## src/rtl/cnn_pkg.sv

```systemverilog
// Widths and frame constants shared by all CNN pipeline stages.
// Every stage imports these so that the stages agree on bus sizes.
package cnn_pkg;

  localparam int CNN_FEAT_BW    = 23;
  localparam int CNN_WGT_BW     = 8;
  localparam int CNN_BIAS_BW    = 16;
  localparam int CNN_POOL_BW    = 8;
  localparam int CNN_FRAME_X    = 24;
  localparam int CNN_FRAME_Y    = 24;
  localparam int CNN_POOL_SHIFT = 8;
  localparam int CNN_CO         = 3;

endpackage

```

## src/rtl/relu_quant.sv

```systemverilog
// One-channel ReLU, arithmetic shift and output narrowing.
// Define RELU_MAXPOOL_SAT_EN to saturate instead of truncating.
module relu_quant
  import cnn_pkg::*;
#(
  parameter int I_BW  = CNN_FEAT_BW,
  parameter int O_BW  = CNN_POOL_BW,
  parameter int SHIFT = CNN_POOL_SHIFT
) (
  input  logic [I_BW-1:0] x,
  output logic [O_BW-1:0] q
);

  logic [I_BW-1:0] r;

  // r is never negative, so a logical shift equals the arithmetic one
  assign r = x[I_BW-1] ? '0 : x;

`ifdef RELU_MAXPOOL_SAT_EN
  localparam logic [I_BW-1:0] QMAX = I_BW'({O_BW{1'b1}});

  logic [I_BW-1:0] s;

  assign s = r >> SHIFT;
  assign q = (s > QMAX) ? {O_BW{1'b1}} : s[O_BW-1:0];
`else
  assign q = O_BW'(r >> SHIFT);
`endif

endmodule

```

## src/rtl/relu_maxpool_stream.sv

```systemverilog
// Streaming ReLU + quantise + 2x2 max-pool over a raster pixel stream.
// Define RELU_MAXPOOL_SAT_EN to saturate outputs instead of truncating.
module relu_maxpool_stream
  import cnn_pkg::*;
#(
  parameter int CO    = CNN_CO,
  parameter int I_BW  = CNN_FEAT_BW,
  parameter int O_BW  = CNN_POOL_BW,
  parameter int IX    = CNN_FRAME_X,
  parameter int IY    = CNN_FRAME_Y,
  parameter int SHIFT = CNN_POOL_SHIFT
) (
  input  logic               clk,
  input  logic               reset_n,
  input  logic               i_valid,
  input  logic [CO*I_BW-1:0] i_fmap,
  output logic               o_valid,
  output logic [CO*O_BW-1:0] o_fmap,
  output logic               o_done
);

  localparam int XW = $clog2(IX);
  localparam int YW = $clog2(IY);

  typedef logic [CO-1:0][O_BW-1:0] chv_t;

  logic [XW-1:0] x_cnt;
  logic [YW-1:0] y_cnt;
  chv_t          q_vec;
  chv_t          pair;
  chv_t          h_vec;
  chv_t          pool_vec;
  chv_t          lb_rd;
  chv_t          linebuf [IX/2];

  logic [XW-2:0] lb_idx;
  logic          x_odd;
  logic          y_odd;
  logic          x_last;
  logic          y_last;

  assign lb_idx = x_cnt[XW-1:1];
  assign x_odd  = x_cnt[0];
  assign y_odd  = y_cnt[0];
  assign x_last = (x_cnt == XW'(IX-1));
  assign y_last = (y_cnt == YW'(IY-1));

  for (genvar ch = 0; ch < CO; ch++) begin : g_ch
    relu_quant #(
      .I_BW  (I_BW),
      .O_BW  (O_BW),
      .SHIFT (SHIFT)
    ) u_rq (
      .x (i_fmap[ch*I_BW +: I_BW]),
      .q (q_vec[ch])
    );
  end

  always_comb begin
    h_vec    = '0;
    pool_vec = '0;
    lb_rd    = linebuf[lb_idx];
    for (int ch = 0; ch < CO; ch++) begin
      h_vec[ch] = (q_vec[ch] > pair[ch]) ? q_vec[ch] : pair[ch];
      pool_vec[ch] = (h_vec[ch] > lb_rd[ch]) ? h_vec[ch] : lb_rd[ch];
    end
  end

  // Even rows only stash the horizontal max; odd rows consume it
  always_ff @(posedge clk) begin
    if (i_valid && x_odd && !y_odd)
      linebuf[lb_idx] <= h_vec;
  end

  always_ff @(posedge clk or negedge reset_n) begin
    if (!reset_n) begin
      x_cnt <= '0;
      y_cnt <= '0;
    end else if (i_valid) begin
      if (x_last) begin
        x_cnt <= '0;
        y_cnt <= y_last ? '0 : y_cnt + 1'b1;
      end else begin
        x_cnt <= x_cnt + 1'b1;
      end
    end
  end

  always_ff @(posedge clk or negedge reset_n) begin
    if (!reset_n) begin
      pair    <= '0;
      o_valid <= 1'b0;
      o_done  <= 1'b0;
      o_fmap  <= '0;
    end else begin
      o_valid <= 1'b0;
      o_done  <= 1'b0;
      if (i_valid) begin
        unique case (1'b1)
          !x_odd: pair <= q_vec;
          x_odd && y_odd: begin
            o_fmap  <= pool_vec;
            o_valid <= 1'b1;
            o_done  <= x_last && y_last;
          end
          default: ;
        endcase
      end
    end
  end

endmodule

```

## config.mk

```make
export PLATFORM = sky130hd
export DESIGN_NAME = relu_maxpool_stream
export DESIGN_NICKNAME = d
export VERILOG_FILES = /design/src/rtl/cnn_pkg.sv /design/src/rtl/relu_quant.sv /design/src/rtl/relu_maxpool_stream.sv
export SDC_FILE = /design/constraint.sdc
export NUM_CORES = 1
export LEC_CHECK = 0
export ABC_AREA = 0
export CORE_UTILIZATION = 55
export DETAILED_ROUTE_END_ITERATION = 6
export PLACE_DENSITY = 0.75
export SETUP_SLACK_MARGIN = 0.1
export SYNTH_ARGS = -nofsm -noshare
export SYNTH_HDL_FRONTEND = slang
export SYNTH_SLANG_ARGS = --single-unit
```

## constraint.sdc

```tcl
create_clock -name clk -period 8.3 [get_ports clk]
set_input_delay 0.83 -clock clk [delete_from_list [all_inputs] [get_ports clk]]
set_output_delay 0.83 -clock clk [all_outputs]
set_load 0.03 [all_outputs]
```

==> impl_results.md <==
* Hold Fails Final Rpt at 0
* Status: completed
* Commonest cells in the netlist: edfxtp_1 (288), nand2_1 (73), dfrtp_1 (60)
* Worst slew pin tran at around 1200 ps
* Most used cell along the critical path: ha_1
* Slew headroom at 0.1659
* FILL cells at 1824
* # H-tree levels at 2
* Port Buf Inserts at 55
* Post-synthesis sequential area ratio at 0.6716
* Asr flop ratio synth at 0.1724
* Non-Filler Instances at 1374
* DIE WIDTH at 167.8 um
* Post-synth cell types at 54
* Worst setup EP type: flip-flop
* Setup Viol. Count Final at 0
* Storage cell area at a little over 10000 um^2
* Synth-to-layout area growth at 14.31%
* Placed cell count at 1313
* Tmin final at 5459 ps
* CTS Buf Count at 34
* Number of global-route vias before repair at slightly below 9000
* Final core utilization at 0.6410
* Skew final at around 17 ps
* ANT nets after route at 0
* Crit share post-route at 0.6577
* EDFF count, synth at about 290
* TritonRoute pass-1 iters at 5
* Top cells by area, synth: edfxtp_1 (57%), dfrtp_1 (9.9%), mux4_2 (8.6%)
* DIE AREA at 28150 um^2
* Largest area contributor in the netlist: edfxtp_1
* Post-place instance area at 16100 um^2
* Max rail drop VDD at ~180 uV
* Cts repair resizes at 0
* Fin. max-slew vios at 0
* Nets at roughly 1100
* Final WS setup at between 2000 and 3000 ps
* Initial DRC count at 791
* DRC at 0
* Worst Reg2Reg Path Length in Cells at 13
* PwrDens at roughly 330 nW/um^2
* Mapped Nets at 1059
* Crit path DAT at about 5800 ps
* Count leader, synth: edfxtp_1
* Max_cap viols at 0
* WS Path Type: input pin to flip-flop
* CTS tree: yes
* Leak pwr at 6.151 nW
* CTS clk-pin slew, worst paths at approximately 60 ps
* Post-Synthesis Cells at between 900 and 1000
* First-pass GRT wire length at between 40000 and 50000 um
* N_diodes at 0
* Cell Area, Synth at between 15000 and 20000 um^2
* Req. time, crit path at 8680 ps
* Min Hold Slack at a little over 500 ps
* Area of the multi-input gates at ~4700 um^2
* CTS Sinks at 348
* Largest net degree at the start of global routing at 61
* Post-CTS Setup Bufs at 0
* Initial antenna violation count at 0
* Fin Setup TNS at 0 ps
* Post-synthesis register bit count at roughly 350
* Via-per-instance ratio at 6.167
* Core ar. at 26950 um^2
* Fmax at around 180 MHz
* CP top delay family: compound AO/OA/AOI/OAI gates
* Post-synth top area share at 0.5722
* Synth Flop Type: edfxtp_1
* Total grt overflow at 0
* GP Congestion at about 0.76
* Synth Warn # at 0
* Slowest cell on crit path: o21ai_1
* Latest clock arrival within the worst-skew pair at 510 ps
* Share of layout cells above drive strength 1 at 0.2149
* DR WL/cell at about 23 um
* Io pins at 98
* Clk root buf: clkbuf_16
* Syn_area_per_cell at roughly 16 um^2
* CP startpoint kind: input pin
* Initial Util at 0.5608
* Worst path max stage delay at 750 ps
* CP Depth at 17
* Worst hold path class: input pin to asynchronous set/reset pin
* Routed WL at between 30000 and 40000 um
* Clk buf depth at 3
* CP bufs+invs at 1
* Total power at around 5.7 mW
* Worst slack at placement at around 2400 ps
* Final non-filler cell area at about 17000 um^2
* Hold Buf Count CTS at 0
* RSZ-0062 raised after global routing: no
* CP Cell Sequence: clkdlybuf4s50_1, and2b_1, ha_1, a211oi_1, nor2_1, a211oi_2, o21ba_1, nor3_4, mux2_2, ha_1, and3_1, a221oi_1, nor3_1, o21ai_1, nand2_1, o22ai_1, a21oi_1
* Die Ht at about 170 um
* Vias at between 8000 and 9000
* DP Wirelength at around 18000 um
* Tot GR Track Use at 0.2326
* CP max FO at 15
* Row count at 60
path summary, 6_finish.rpt:
kind,start,end,slack (ps)
setup reg to reg,x_cnt[2],o_fmap[8],3460
max in group asynchronous,reset_n,x_cnt[1],7090
hold reg to reg,pair[16],pair[16],520
hold / removal,reset_n,o_fmap[14],510
setup / recovery,i_fmap[45],o_fmap[8],2840
min in group clk,pair[16],pair[16],520
cells by family after synthesis:
kind of cell / count (synthesis) / synth area share
AO/OA/AOI/OAI: 160 / 0.07004
XOR/XNOR: 3 / 0.001739
adder cells (fa/ha/maj): 44 / 0.03643
buffers and inverters: 74 / 0.01962
flip-flops: 348 / 0.6716
multiplexers: 129 / 0.1393
AND/OR/NAND/NOR: 185 / 0.06126
cell type report:
type	count	share of cell area
Sequential cell	348	0.5880
Multi-Input combinational cell	521	0.2727
Clock buffer	43	0.05490
Timing Repair Buffer	75	0.04027
Tap cell	341	0.02470
Clock inverter	18	0.01333
Inverter	28	0.006083
state kept, by name, indices dropped and copies added, names as in the netlist:
register / cells
y_cnt: 5
o_done: 1
pair: 24
o_valid: 1
linebuf: 288
o_fmap: 24
x_cnt: 5
per-layer routing:
layer / GRT usage / routed length, um / up-vias
met5: 0 / 0 / -
met4: 0.07938 / 787 / 0
met3: 0.03569 / 2164 / 64
met2: 0.3736 / 15320 / 316
met1: 0.3281 / 13310 / 4271
li1: - / - / 3822
report_power, final:
group          total [mW]  switching (mW)  internal [mW]
sequential           2.29           0.163           2.13
combinational        1.74            1.01          0.732
clock                1.62           0.628          0.995
total                5.65            1.80           3.85
layout by cell type (no fill, tap or decap), types with 20 or more instances in the layout:
cell	netlist	routed
nand2_1	73	73
inv_1	28	28
dfrtp_1	60	57
clkbuf_16	0	37
a21oi_1	52	52
buf_4	2	20
clkdlybuf4s50_1	0	54
nor2b_1	23	23
edfxtp_1	288	288
ha_1	44	44
mux4_2	58	58
mux2_2	59	59
(Power assumes the default switching activity.)
